[config.mk]
export PLATFORM = sky130hd
export DESIGN_NAME = sd_clock_gen_flat
export DESIGN_NICKNAME = d
export VERILOG_FILES = /design/src/rtl/sd_pkg.sv /design/src/rtl/sd_clock_gen_if.sv /design/src/rtl/sd_clk_halfcnt.sv /design/src/rtl/sd_clock_gen.sv /design/src/flat_wrapper.sv
export SDC_FILE = /design/constraint.sdc
export NUM_CORES = 1
export LEC_CHECK = 0
export ABC_AREA = 1
export BUFFER_PORTS_ARGS = -buffer_cell sky130_fd_sc_hd__buf_2
export CELL_PAD_IN_SITES_DETAIL_PLACEMENT = 1
export CELL_PAD_IN_SITES_GLOBAL_PLACEMENT = 1
export CORE_UTILIZATION = 42
export DETAILED_ROUTE_END_ITERATION = 7
export PLACE_DENSITY_LB_ADDON = 0.1
export SYNTH_ARGS = -nofsm -noshare
export SYNTH_HDL_FRONTEND = slang
export SYNTH_SLANG_ARGS = --single-unit
[constraint.sdc]
create_clock -name iclk -period 1.98 [get_ports iclk]
set_input_delay 0.198 -clock iclk [delete_from_list [all_inputs] [get_ports iclk]]
set_output_delay 0.198 -clock iclk [all_outputs]
set_load 0.005 [all_outputs]
[src/rtl/sd_pkg.sv]
// Shared state encoding and default half-period settings for the SD clock generator.
package sd_pkg;

  typedef enum logic [1:0] {
    ST_IDLE = 2'd0,
    ST_LOW  = 2'd1,
    ST_HIGH = 2'd2
  } sd_state_e;

  localparam int SD_SLOW_HALF = 64;
  localparam int SD_FAST_HALF = 1;
  localparam int SD_CNT_W     = 7;

endpackage

[src/rtl/sd_clock_gen_if.sv]
// Control and clock-output bundle between the SD clock generator and its user.
interface sd_clock_gen_if;

  logic ien;
  logic isel_clk;
  logic oclk_sd;
  logic orise;
  logic ofall;
  logic oactive_sel;
  logic orunning;

  modport master (
    output ien, isel_clk,
    input  oclk_sd, orise, ofall, oactive_sel, orunning
  );

  modport slave (
    input  ien, isel_clk,
    output oclk_sd, orise, ofall, oactive_sel, orunning
  );

endinterface

[src/rtl/sd_clk_halfcnt.sv]
// Half-period counter: clear wins over enable; tc is high while the count equals term_i.
module sd_clk_halfcnt #(
  parameter int CNT_W = 7
) (
  input  logic             clk,
  input  logic             rst,
  input  logic             clear_i,
  input  logic             en_i,
  input  logic [CNT_W-1:0] term_i,
  output logic             tc_o
);

  logic [CNT_W-1:0] cnt_q;
  logic [CNT_W-1:0] cnt_d;

  always_comb begin
    cnt_d = cnt_q;
    if (clear_i) begin
      cnt_d = '0;
    end else if (en_i) begin
      cnt_d = cnt_q + CNT_W'(1);
    end
  end

  always_ff @(posedge clk or posedge rst) begin
    if (rst) begin
      cnt_q <= '0;
    end else begin
      cnt_q <= cnt_d;
    end
  end

  assign tc_o = (cnt_q == term_i);

endmodule

[src/rtl/sd_clock_gen.sv]
// SD card clock generator: registered, glitch-free divided clock with rise/fall strobes.
// The rate is only re-latched when a low phase starts, so every pulse is a full half-period.
module sd_clock_gen
  import sd_pkg::*;
#(
  parameter int SLOW_HALF = SD_SLOW_HALF,
  parameter int FAST_HALF = SD_FAST_HALF,
  parameter int CNT_W     = SD_CNT_W
) (
  input  logic          iclk,
  input  logic          irst,
  sd_clock_gen_if.slave bus
);

  if (SLOW_HALF < 1 || FAST_HALF < 1 ||
      SLOW_HALF > (1 << CNT_W) || FAST_HALF > (1 << CNT_W)) begin : g_bad_half
    $error("sd_clock_gen: half-periods must be in 1..2**CNT_W");
  end

  localparam logic [CNT_W-1:0] SLOW_TC = CNT_W'(SLOW_HALF - 1);
  localparam logic [CNT_W-1:0] FAST_TC = CNT_W'(FAST_HALF - 1);

  sd_state_e state_q, state_d;
  logic      sel_q, sel_d;
  logic      clk_q, clk_d;
  logic      rise_q, rise_d;
  logic      fall_q, fall_d;
  logic      tc;
  logic      cnt_clr;

  // Counter restarts on every state change and is held at zero while idle.
  assign cnt_clr = (state_q == ST_IDLE) || (state_d != state_q);

  sd_clk_halfcnt #(.CNT_W(CNT_W)) u_halfcnt (
    .clk     (iclk),
    .rst     (irst),
    .clear_i (cnt_clr),
    .en_i    (1'b1),
    .term_i  (sel_q ? FAST_TC : SLOW_TC),
    .tc_o    (tc)
  );

  always_comb begin
    state_d = state_q;
    sel_d   = sel_q;
    clk_d   = 1'b0;
    rise_d  = 1'b0;
    fall_d  = 1'b0;
    case (state_q)
      ST_IDLE: begin
        if (bus.ien) begin
          state_d = ST_LOW;
          sel_d   = bus.isel_clk;
        end
      end
      ST_LOW: begin
        if (!bus.ien) begin
          state_d = ST_IDLE;
        end else if (tc) begin
          state_d = ST_HIGH;
          clk_d   = 1'b1;
          rise_d  = 1'b1;
        end
      end
      ST_HIGH: begin
        clk_d = 1'b1;
        if (tc) begin
          clk_d  = 1'b0;
          fall_d = 1'b1;
          if (bus.ien) begin
            state_d = ST_LOW;
            sel_d   = bus.isel_clk;
          end else begin
            state_d = ST_IDLE;
          end
        end
      end
      default: begin
        state_d = ST_IDLE;
      end
    endcase
  end

  always_ff @(posedge iclk or posedge irst) begin
    if (irst) begin
      state_q <= ST_IDLE;
      sel_q   <= 1'b0;
      clk_q   <= 1'b0;
      rise_q  <= 1'b0;
      fall_q  <= 1'b0;
    end else begin
      state_q <= state_d;
      sel_q   <= sel_d;
      clk_q   <= clk_d;
      rise_q  <= rise_d;
      fall_q  <= fall_d;
    end
  end

  assign bus.oclk_sd     = clk_q;
  assign bus.orise       = rise_q;
  assign bus.ofall       = fall_q;
  assign bus.oactive_sel = sel_q;
  assign bus.orunning    = (state_q != ST_IDLE);

endmodule

[src/flat_wrapper.sv]
// flat-port wrapper written by rule: the top's interface ports become plain ports
module sd_clock_gen_flat import sd_pkg::*;
#(
  parameter int SLOW_HALF = SD_SLOW_HALF,
  parameter int FAST_HALF = SD_FAST_HALF,
  parameter int CNT_W     = SD_CNT_W
)
  (iclk, irst, bus_ien, bus_isel_clk, bus_oclk_sd, bus_orise, bus_ofall, bus_oactive_sel, bus_orunning);
  sd_clock_gen_if bus_i ();
  input  logic iclk;
  input  logic irst;
  input wire logic [$bits(bus_i.ien)-1:0] bus_ien;
  input wire logic [$bits(bus_i.isel_clk)-1:0] bus_isel_clk;
  output wire logic [$bits(bus_i.oclk_sd)-1:0] bus_oclk_sd;
  output wire logic [$bits(bus_i.orise)-1:0] bus_orise;
  output wire logic [$bits(bus_i.ofall)-1:0] bus_ofall;
  output wire logic [$bits(bus_i.oactive_sel)-1:0] bus_oactive_sel;
  output wire logic [$bits(bus_i.orunning)-1:0] bus_orunning;
  assign bus_i.ien = bus_ien;
  assign bus_i.isel_clk = bus_isel_clk;
  assign bus_oclk_sd = bus_i.oclk_sd;
  assign bus_orise = bus_i.orise;
  assign bus_ofall = bus_i.ofall;
  assign bus_oactive_sel = bus_i.oactive_sel;
  assign bus_orunning = bus_i.orunning;
  sd_clock_gen #(.SLOW_HALF(SLOW_HALF), .FAST_HALF(FAST_HALF), .CNT_W(CNT_W)) u_core (.iclk(iclk), .irst(irst), .bus(bus_i));
endmodule
### Yosys cells after proc, flatten, opt, wreduce, memory -nomap -nowiden

Cells that the tools add are included.

* add/sub/neg operators: 1
* eq/ne operators: 5
* multiplexer cells: 17
* reductions and logical operators: 5

Operator list (count)
* 2-to-1 mux 1 bit: 8
* 2-to-1 mux 2 bit: 4
* adder 7 x 1 -> 7 bit, second input constant: 1
* equality test 7 bit: 1
* 2-to-1 mux 7 bit: 1
* 2-to-1 mux 6 bit: 1
* one-hot mux 2 bit (3 select lines): 1
* one-hot mux 1 bit (2 select lines): 2
* nonzero test 2 bit: 2
* equality test 2 x 1 -> 1 bit, second input constant: 1
* equality test 2 bit, second input constant: 1
* logical NOT 2 bit: 1
* != test 2 x 1 -> 1 bit, second input constant: 1
* != test 2 bit: 1
* AND reduction 2 bit: 1
* logical OR 1 bit: 1

* logic and storage cells: 34
* input port bits: 4
* register bits after elaboration: 13
* output and inout bits: 5

### Depth between registers and ports, before layout

Gate-level depths: netlist of run 1.

* word-level depth: 8
* depth in mapped cells: 13
* gate-level depth less buffers: 13

### Cells and area by module

From an unflattened synthesis of run 1, not the netlist that was laid out.

* cells, all modules: 132
* area total of the unflattened synthesis: 878.3 um^2

Modules (own cells, without submodules)
* sd_clk_halfcnt: cells an instance 81, area an instance 501.7 um^2, sequential area each 175.2 um^2, times used 1
* sd_clock_gen: cells an instance 51, area an instance 376.6 um^2, sequential area each 150.1 um^2, times used 1

### Worst setup path before layout of run 1

No wires, ideal clock.

* path type: reg2reg
* start point: reg u_core.state_q[1]
* end point: reg u_core.u_halfcnt.cnt_q[2]
* data arrival time: 1.411 ns
* clock period less this slack: 1.531 ns
* cell stages (with the launch flop): 13
* buffers on the path: 0
* setup slack: 0.449 ns
* library setup time: 0.121 ns
* required time: 1.859 ns
* cells stage by stage: dfrtp_1 > inv_1 > ha_1 > inv_1 > nor2_1 > nor2_1 > nand2_2 > nand2_1 > nand2_1 > nand2_1 > nor2_4 > nand2_4 > nor2_2

* cells in the longest elaborated chain, start to end: 6
* elaborated cells on any way between the ends: 11
* those cells by class: eq/ne: 3; mux: 6; reduce/logical: 2

Ends and longest elaborated chain
* start: declaration: RTL line sd_clock_gen.sv:23 `sd_state_e state_q, state_d;`
* start signal: assignment: RTL line sd_clock_gen.sv:92 `state_q <= state_d;`
* 2-to-1 mux 2 bit: RTL line sd_clock_gen.sv:59 `end else if (tc) begin`
* 2-to-1 mux 2 bit: RTL line sd_clock_gen.sv:57 `if (!bus.ien) begin`
* one-hot mux 2 bit (3 select lines): RTL line sd_clock_gen.sv:49 `case (state_q)`
* != test 2 bit: RTL line sd_clock_gen.sv:32 `assign cnt_clr = (state_q == ST_IDLE) || (state_d != state_q);`
* logical OR 1 bit *: RTL line sd_clock_gen.sv:32
* 2-to-1 mux 7 bit *: RTL line sd_clk_halfcnt.sv:18 `if (clear_i) begin`
* named net u_core.u_halfcnt.cnt_d[2]: RTL line sd_clk_halfcnt.sv:14 `logic [CNT_W-1:0] cnt_d;`
* end signal: assignment: RTL line sd_clk_halfcnt.sv:29 `cnt_q <= cnt_d;`
* end: declaration: RTL line sd_clk_halfcnt.sv:13 `logic [CNT_W-1:0] cnt_q;`

Mark *: on every way through the listed nets, which the timed path passes. The rest lies on a longest branch.
A chain may end at the register's enable or synchronous reset.

### Worst setup path after layout of run 1

* start point: reg u_core.state_q[1]
* end point: reg u_core.u_halfcnt.cnt_q[5]

Same word-level chain as after synthesis.

==> summary.md, run 1 <==
| Metric | Value |
|---|---|
| Die area | `2150 sq um` |
| CP required | `2.14 ns` |
| Cells after Synth | `93` |
| Layout cells sized above 1 | `36.8%` |
| Hold depth | `3` |
| CORE AREA | `1780 sq um` |
| Total wire length | `1650 um` |
| Initial antenna violation count | `0` |
| GRT overflow | `0` |
| Area growth syn-to-layout | `13.0%` |
| Vias in the first global route | `622` |
| # resized after CTS | `0` |
| Reg2Reg Depth | `12` |
| Unrepaired setup endpoints after global routing | `false` |
| Unique masters post-synth | `19` |
| Compound-Gate Fraction of Synth Area | `3.78%` |
| Syn Nets | `102` |
| EDFF count, synth | `0` |
| Xor-xnor portion of the synthesized cell area | `5.30%` |
| Crit Reg-Reg Endpoint | `u_core.u_halfcnt.cnt_q[5]` |
| Power Dens Cells | `1260 nW/um^2` |
| CTS Buf Count | `3` |
| Router iterations before antenna repair | `4` |
| CP bufs+invs | `2` |
| First DRT Iteration DRCs | `6` |
| Period utilisation layout | `88.1%` |
| Synthesized area | `827 sq um` |
| Crit path largest cell delay | `0.46 ns` |
| Antenna diodes | `0` |
| Yosys warns | `0` |
| Status | `finished clean` |
| Top delay family on crit path | `simple AND/OR/NAND/NOR gates` |
| Clock sinks | `13` |
| First-pass GRT wire length | `2700 um` |
| R2R Path Start | `u_core.state_q[1]` |
| Rel. slew slack | `66.6%` |
| Vias/cell | `4.72` |
| Largest net degree at the start of global routing | `14` |
| Drc violations | `0` |
| Async SR Flop Fraction | `100%` |
| Slowest-stage cell, CP | `dfrtp_1` |
| Clk slew on worst S/H paths | `0.09 ns` |
| Worst EP arrival | `1.90 ns` |
| Least-Margin Pin Slew | `0.500 ns` |
| FP Rows | `15` |
| IO Pins | `9` |
| Finished Layout Cells | `131` |
| Ys flop type | `dfrtp_1` |
| CTS root buffer | `clkbuf_4` |
| #FFs+latches synth | `13` |
| Max-Cap Viols | `0` |
| GRT Util Overall | `19.0%` |
| Post-Synth Adder-Cell Area | `7.56%` |
| Worst path most repeated cell | `nand2_1` |
| Crit. End Element | `flop` |
| Total number of vias | `618` |
| Fin nets | `116` |
| Setup WS pre-CTS | `0.230 ns` |
| Die width | `46.4 um` |
| CTS tree | `built` |
| Clock Latency Late Sink | `0.28 ns` |
| Setup crit start kind | `flop` |
| Initial core utilization | `46.4%` |
| Die Y | `46.4 um` |
| Final Power | `1.18 mW` |
| Final setup violating endpoints | `0` |
| Setup_tns | `0 ns` |
| Min Tclk post-route | `1.74 ns` |
| Maximum VDD drop | `592 uV` |
| R2r setup slk | `0.24 ns` |
| Avg WL per Cell | `12.6 um` |
| Leak pwr | `0.486 nW` |
| Worst Clk Skew | `0.0108 ns` |
| DPL Wire Length | `1360 um` |
| RD Place Congestion | `0.805` |
| Hold_sp | `bus_isel_clk` |
| Final Max Tran Viols | `0` |
| Longest Clk Path Bufs | `2` |
| Peak fanout along the critical path | `7` |
| Min-delay worst type | `primary input to flop` |
| Synth Area in Simple Gates | `37.7%` |
| Critical path class | `flop to flop` |
| CP Cell Sequence | `inv_1 -> ha_1 -> inv_1 -> nor2_1 -> nor2_1 -> nand2_2 -> nand2_1 -> nand2_1 -> nand2_1 -> nor2_4 -> nand2_4 -> nor2_2` |
| Hold EP | `u_core.bus.oactive_sel` |
| Hold_ws | `0.165 ns` |
| Largest family of logic cells by synthesized area | `simple AND/OR/NAND/NOR gates` |
| Mux cell area share after synthesis | `0%` |
| Seq/Total Area, Yosys | `39.3%` |
| Max H-tree Level | `1` |
| Syn avg cell area | `8.89 sq um` |
| Antenna-violating nets left | `0` |
| Final worst setup slack | `0.235 ns` |
| Port bufs | `8` |
| Post-Place Cells | `126` |
| Final Hold Viols | `0` |
| F_max | `573 MHz` |
logic make-up (layout without fill, tap and decap cells):
group	Yosys count	in the layout
xor gates and xnor gates	5	5
buffers and inverters	14	27
DFF	13	13
and+or+nand+nor	51	51
adders and majority gates	5	5
AOI/OAI and AO/OA	5	5
layer usage:
| metal | wire length [um] | track usage [%] | up-vias |
|---|---|---|---|
| met5 | 0 | 0 | - |
| met2 | 822 | 30.3 | 11 |
| met3 | 38 | 3.53 | 2 |
| met4 | 10 | 8.82 | 0 |
| met1 | 780 | 24.6 | 297 |
| li1 | - | - | 308 |
cell usage after synthesis (3+ instances only):
master | n | share of area (%)
dfrtp_1 | 13 | 39
ha_1 | 5 | 7.6
inv_1 | 13 | 5.9
nand2_1 | 11 | 5.0
nand2_2 | 7 | 5.3
nand2_4 | 4 | 5.4
nand3_1 | 4 | 2.4
nand3_2 | 3 | 3.6
nor2_1 | 9 | 4.1
nor2_2 | 9 | 6.8
nor2_4 | 3 | 4.1
xor2_1 | 4 | 4.2
worst max-delay path by stage:
stage | depth (start not counted) | to | slack, ns | startpoint
2_1_floorplan | 12 | u_core.u_halfcnt.cnt_q[2] | 0.45 | u_core.state_q[1]
3_3_place_gp | 12 | u_core.u_halfcnt.cnt_q[5] | 0.29 | u_core.state_q[1]
3_5_place_dp | 12 | u_core.u_halfcnt.cnt_q[5] | 0.23 | u_core.state_q[1]
4_1_cts | 12 | u_core.u_halfcnt.cnt_q[5] | 0.21 | u_core.state_q[1]
5_1_grt | 12 | u_core.u_halfcnt.cnt_q[5] | 0.06 | u_core.state_q[1]
6_report | 12 | u_core.u_halfcnt.cnt_q[5] | 0.24 | u_core.state_q[1]
registers in the layout, summed over array words and instances (netlist names):
| signal | cells |
|---|---|
| u_core.bus.oclk_sd | 1 |
| u_core.state_q | 2 |
| u_core.bus.orise | 1 |
| u_core.bus.oactive_sel | 1 |
| u_core.bus.ofall | 1 |
| u_core.u_halfcnt.cnt_q | 7 |
repair_timing:
action | in CTS | in global routing
hold buffers | 1 | 0
endpoints found under the hold margin | 13 | 0
endpoints found under the setup margin | 0 | 0
buffers inserted | 0 | 0
cell usage in the layout (no fill, tap or decap):
cell	synthesis	routed
nor2_1	9	9
buf_2	0	8
nand2_1	11	11
inv_1	13	13
nand2_2	7	7
nor2_4	3	3
xor2_1	4	4
xnor2_1	1	1
ha_1	5	5
clkbuf_1	0	1
clkbuf_4	0	3
a21boi_0	1	1
o21ai_2	1	1
a21oi_1	2	2
nand3b_1	1	1
dfrtp_1	13	13
nand2_4	4	4
nor2_2	9	9
dlygate4sd3_1	0	1
nand3_2	3	3
o21ai_1	1	1
inv_2	1	1
nand3_1	4	4
worst register-to-register path: stages, from the launching register on:
cell	delay (ns)
dfrtp_1	0.46
inv_1	0.11
ha_1	0.24
inv_1	0.15
nor2_1	0.06
nor2_1	0.11
nand2_2	0.09
nand2_1	0.07
nand2_1	0.05
nand2_1	0.10
nor2_4	0.04
nand2_4	0.11
nor2_2	0.05
cell type report:
type                            instances  area (sq um)
Inverter                               14          52.6
Tap cell                               25          31.3
Fill cell                             232           848
Clock buffer                            4          26.3
Sequential cell                        13           325
Multi-Input combinational cell         66           449
Timing Repair Buffer                    9          50.0
report_power, final:
group / internal, mW / switching, mW / total [mW]
registers: 0.316 / 0.0483 / 0.364
clock network: 0.0781 / 0.0884 / 0.167
logic: 0.227 / 0.417 / 0.644
total: 0.621 / 0.554 / 1.18
stage by stage:
step	cell area (sq um)	util, %
global route	935	52.4
floorplan	827	-
finish	935	52.4
detailed placement	898	50.4
CTS	935	52.4
global placement	898	50.4
(Power assumes the default switching activity.)
==> run 2, diff against run 1 <==
==> constraint.sdc (replaced) <==
create_clock -name iclk -period 1.98 [get_ports iclk]
set_input_delay 0.396 -clock iclk [delete_from_list [all_inputs] [get_ports iclk]]
set_output_delay 0.396 -clock iclk [all_outputs]
set_load 0.005 [all_outputs]
==> run 2 against run 1 <==
Effect of this change: clock skew unchanged; hold slack got worse by 0.043 ns; sequential power hardly changed; die area is the same; core utilization decreased by 0.56 points; final area shrank 1.1%; maximum frequency is 0.89% lower; global-route usage is the same.
==> summary.md, run 2 (same netlist as run 1, synthesis figures left out) <==
| Metric | Value |
|---|---|
| Power Dens Cells | `1270 nW/um^2` |
| Top Metal Used | `met4` |
| Router iterations before antenna repair | `4` |
| Peak fanout along the critical path | `5` |
| CORE AREA | `1780 sq um` |
| CTS root buffer | `clkbuf_4` |
| Top delay family on crit path | `flip-flops` |
| CTS tree | `built` |
| Initial antenna violation count | `0` |
| Initial core utilization | `46.4%` |
| Crit Reg-Reg Endpoint | `u_core.u_halfcnt.cnt_q[5]` |
| Maximum VDD drop | `592 uV` |
| R2r setup slk | `0.24 ns` |
| Max reg flops | `7` |
| Post-CTS setup buffer count | `0` |
| Min-delay worst type | `primary input to async pin` |
| R2R Path Start | `u_core.state_q[1]` |
| Rel. slew slack | `66.6%` |
| IO Pins | `9` |
| Die width | `46.4 um` |
| Register bank with the most flops | `u_core.u_halfcnt.cnt_q` |
| Crit path largest cell delay | `0.46 ns` |
| Most frequent cells in the layout | `inv_1, dfrtp_1, nand2_1, nor2_2, nor2_1` |
| Antenna diodes | `0` |
| Worst path most repeated cell | `inv_1` |
| Max H-tree Level | `1` |
| Port bufs | `8` |
| Unrepaired setup endpoints after global routing | `false` |
| Largest net degree at the start of global routing | `14` |
| First DRT Iteration DRCs | `6` |
| DR WL met2 | `819 um` |
| Critical path class | `flop to output port` |
| Final setup violating endpoints | `0` |
| Clock sinks | `13` |
| Met3 routed WL | `40 um` |
| Die Y | `46.4 um` |
| F_max | `568 MHz` |
| Die area | `2150 sq um` |
| Period utilisation layout | `88.9%` |
| Fin nets | `115` |
| Avg WL per Cell | `12.7 um` |
| CTS Buf Count | `3` |
| Antenna-violating nets left | `0` |
| Worst EP arrival | `1.36 ns` |
| Fillers | `231` |
| Vias in the first global route | `622` |
| GRT overflow | `0` |
| Status | `finished clean` |
| Longest Clk Path Bufs | `2` |
| Worst setup endpoint | `bus_orunning` |
| Final Power | `1.17 mW` |
| FP Rows | `15` |
| Worst Clk Skew | `0.0108 ns` |
| CP bufs+invs | `3` |
| Met1 WL | `779 um` |
| Leak pwr | `0.482 nW` |
| Total number of vias | `614` |
| CP Cell Sequence | `inv_1 -> ha_1 -> inv_1 -> buf_2` |
| Reg2Reg Depth | `12` |
| Drc violations | `0` |
| Vias/cell | `4.72` |
| Cts hold-fix bufs | `0` |
| CP required | `1.58 ns` |
| Biggest regs | `u_core.u_halfcnt.cnt_q x7, u_core.state_q x2` |
| Total wire length | `1650 um` |
| DPL Wire Length | `1360 um` |
| Clock Latency Late Sink | `0.28 ns` |
| Max-Cap Viols | `0` |
| Least-Margin Pin Slew | `0.500 ns` |
| Layout cells sized above 1 | `37.1%` |
| Setup_tns | `0 ns` |
| Area growth syn-to-layout | `11.8%` |
| Final Hold Viols | `0` |
| Crit. End Element | `output port` |
| Clk slew on worst S/H paths | `0.09 ns` |
| Final Max Tran Viols | `0` |
| Min Tclk post-route | `1.76 ns` |
| Crit path depth | `4` |
| # resized after CTS | `0` |
| Setup crit start kind | `flop` |
| GRT Util Overall | `19.0%` |
| First-pass GRT wire length | `2700 um` |
| Crit path launch | `u_core.state_q[1]` |
| RD Place Congestion | `0.805` |
| Slowest-stage cell, CP | `dfrtp_1` |
[run 2: cell types whose count changed in the layout (fill, tap and decap cells not counted), sizes merged]
cell | previous run | this run
dlygate4sd3 | 1 | 0
[run 2: power by group]
group          switching, mW  internal, mW
registers             0.0483         0.316
clock network         0.0884        0.0781
logic                  0.417         0.226
[run 2: area by class of cell]
type / count / area, sq um / share of cell area [%]
Sequential cell: 13 / 325 / 35.2
Timing Repair Buffer: 8 / 40.0 / 4.33
Clock buffer: 4 / 26.3 / 2.84
Tap cell: 25 / 31.3 / 3.38
Multi-Input combinational cell: 66 / 449 / 48.6
Inverter: 14 / 52.6 / 5.68
[run 2: per-stage QoR]
step	std cells	cell area, sq um	setup slack [ns]	hold slack (ns)	util [%]
final	130	925	0.220	0.122	51.9
after CTS	130	925	0.193	0.135	51.9
after detailed placement	126	898	0.230	0.451	50.4
after floorplan	93	827	0.449	0.273	-
after global routing	130	925	0.0565	0.177	51.9
after global placement	126	898	0.293	0.443	50.4
[run 2: worst reg2reg max path: stages (launching register included)]
cell and delay [ns]:
dfrtp_1 0.46, inv_1 0.11, ha_1 0.24, inv_1 0.15, nor2_1 0.06, nor2_1 0.11, nand2_2 0.09, nand2_1 0.07
nand2_1 0.05, nand2_1 0.10, nor2_4 0.04, nand2_4 0.11, nor2_2 0.05
[run 2: how the worst min path moves through the flow]
stage / slack [ns] / end / cells after the start
2_1_floorplan: 0.27 / u_core.bus.oactive_sel / 1
3_3_place_gp: 0.44 / u_core.state_q[1] / 2
3_5_place_dp: 0.45 / u_core.u_halfcnt.cnt_q[2] / 2
4_1_cts: 0.14 / u_core.state_q[0] / 2
5_1_grt: 0.18 / u_core.state_q[0] / 2
6_report: 0.12 / u_core.state_q[0] / 2
[run 2: routing by layer]
metal	up-vias	GRT usage, %
met5	-	0
met4	0	8.82
met3	2	3.53
met2	11	30.3
met1	295	24.6
li1	306	-
==> run 3, diff against run 2 <==
--- a/config.mk
+++ b/config.mk
@@ -9,9 +9,10 @@
 export BUFFER_PORTS_ARGS = -buffer_cell sky130_fd_sc_hd__buf_2
 export CELL_PAD_IN_SITES_DETAIL_PLACEMENT = 1
 export CELL_PAD_IN_SITES_GLOBAL_PLACEMENT = 1
-export CORE_UTILIZATION = 42
+export CORE_ASPECT_RATIO = 0.9
+export CORE_UTILIZATION = 45
 export DETAILED_ROUTE_END_ITERATION = 7
-export PLACE_DENSITY_LB_ADDON = 0.1
+export PLACE_DENSITY_LB_ADDON = 0.15
 export SYNTH_ARGS = -nofsm -noshare
 export SYNTH_HDL_FRONTEND = slang
 export SYNTH_SLANG_ARGS = --single-unit
==> constraint.sdc (replaced) <==
create_clock -name iclk -period 2.18 [get_ports iclk]
set_input_delay 0.436 -clock iclk [delete_from_list [all_inputs] [get_ports iclk]]
set_output_delay 0.436 -clock iclk [all_outputs]
set_load 0.005 [all_outputs]
==> run 3 against run 2 <==
Effect of this change: clock-buffer cell count unchanged; critical path depth unchanged; final cell count decreased by 0.77%; die area decreased by 6.4%; largest cell class unchanged; sequential power decreased by 9.1%; total power decreased by 9.4%; critical endpoint unchanged.
==> summary.md, run 3 (same netlist as run 1, synthesis figures left out) <==
| Metric | Value |
|---|---|
| Final Hold Viols | `0` |
| CP Cell Sequence | `inv_1 -> ha_1 -> inv_1 -> buf_2` |
| Router iterations before antenna repair | `4` |
| Design area | `923 sq um` |
| Longest Clk Path Bufs | `2` |
| Register bank with the most flops | `u_core.u_halfcnt.cnt_q` |
| Setup crit start kind | `flop` |
| Leak pwr | `0.482 nW` |
| Avg WL per Cell | `12.1 um` |
| Setup_tns | `0 ns` |
| Biggest regs | `u_core.u_halfcnt.cnt_q x7, u_core.state_q x2` |
| Vias/cell | `4.82` |
| Unrepaired setup endpoints after global routing | `false` |
| GRT Util Overall | `19.5%` |
| Vias in the first global route | `650` |
| Initial core utilization | `48.7%` |
| Min Tclk post-route | `1.80 ns` |
| CTS tree | `built` |
| Crit path largest cell delay | `0.47 ns` |
| Die width | `47.2 um` |
| Layout cells sized above 1 | `37.1%` |
| Final Max Tran Viols | `0` |
| Max reg flops | `7` |
| Crit. End Element | `output port` |
| Worst Clk Skew | `0.00689 ns` |
| Critical path class | `flop to output port` |
| Rel. slew slack | `66.9%` |
| Status | `finished clean` |
| Most frequent cells in the layout | `inv_1, dfrtp_1, nand2_1, nor2_2, nor2_1` |
| Period utilisation layout | `82.7%` |
| Die Y | `42.7 um` |
| FP Rows | `14` |
| Peak fanout along the critical path | `5` |
| Largest net degree at the start of global routing | `14` |
| Total wire length | `1560 um` |
| Die area | `2010 sq um` |
| Least-Margin Pin Slew | `0.496 ns` |
| Min-delay worst type | `primary input to async pin` |
| Final setup violating endpoints | `0` |
| GRT overflow | `0` |
| Antenna-violating nets left | `0` |
| First DRT Iteration DRCs | `6` |
| CTS root buffer | `clkbuf_4` |
| F_max | `555 MHz` |
| RD Place Congestion | `0.739` |
| Max H-tree Level | `1` |
| Clk slew on worst S/H paths | `0.08 ns` |
| Initial antenna violation count | `0` |
| Port bufs | `8` |
| Area growth syn-to-layout | `11.6%` |
| Clock sinks | `13` |
| # resized after CTS | `0` |
| Cts hold-fix bufs | `0` |
| Total number of vias | `622` |
| Maximum VDD drop | `583 uV` |
| DPL Wire Length | `1310 um` |
| CORE AREA | `1700 sq um` |
| Area after DPL | `897 sq um` |
| Drc violations | `0` |
| IO Pins | `9` |
| First-pass GRT wire length | `2750 um` |
| Worst EP arrival | `1.37 ns` |
| Slowest-stage cell, CP | `dfrtp_1` |
| Post-CTS setup buffer count | `0` |
| Clock Latency Late Sink | `0.28 ns` |
| Fin nets | `115` |
| CP required | `1.74 ns` |
| Antenna diodes | `0` |
| Max-Cap Viols | `0` |
| Power Dens Cells | `1150 nW/um^2` |
| CTS Buf Count | `3` |
| Worst path most repeated cell | `inv_1` |
==> run 3: cell counts in the layout (fill, tap and decap cells not counted) <==
Identical to the previous run, type by type.
==> run 3: worst paths after layout <==
check	startpoint	to	slack, ns	cells after the start
worst max-delay path	u_core.state_q[1]	bus_orunning	0.38	4
worst min-delay path	irst	u_core.state_q[1]	0.16	2
worst max register to register	u_core.state_q[1]	u_core.u_halfcnt.cnt_q[0]	0.44	11
worst min register to register	u_core.u_halfcnt.cnt_q[0]	u_core.u_halfcnt.cnt_q[0]	0.54	1
max in group asynchronous	irst	u_core.u_halfcnt.cnt_q[6]	1.67	2
min in group iclk	bus_isel_clk	u_core.bus.oactive_sel	0.42	3
==> run 3: cell type report <==
cell class / instances / area, sq um
clock buffer: 4 / 26.3
fill: 220 / 776
inverter: 14 / 52.6
multi-input combinational: 66 / 449
sequential: 13 / 325
tap: 24 / 30.0
timing repair buffer: 8 / 40.0
==> run 3: per-layer routing <==
layer	vias up	track usage (%)	wire length (um)
met5	-	0	0
met4	0	6.86	20
met3	4	3.83	34
met2	10	30.6	739
met1	302	26.3	770
li1	306	-	-
==> run 3: report_power, final <==
group | internal [mW] | switching (mW) | leakage, nW
Combinational | 0.205 | 0.376 | 0.292
Sequential | 0.287 | 0.0443 | 0.175
Clock | 0.0709 | 0.0799 | 0.0150
==> run 3: critical path, delay by kind of cell, from the launching register on <==
kind,cells,cell delay [ns]
DFF,1,0.47
buffers and inverters,3,0.38
adders and majority gates,1,0.23
==> run 3: through the flow <==
step	instances	util (%)	power (mW)	hold slack (ns)	setup WS, ns
after detailed placement	125	52.8	0.924	0.487	0.467
final	129	54.3	1.06	0.165	0.377
after global placement	125	52.8	0.900	0.480	0.507
after floorplan	93	-	0.791	0.313	0.649
after global routing	129	54.3	1.16	0.211	0.278
after CTS	129	54.3	1.08	0.177	0.377
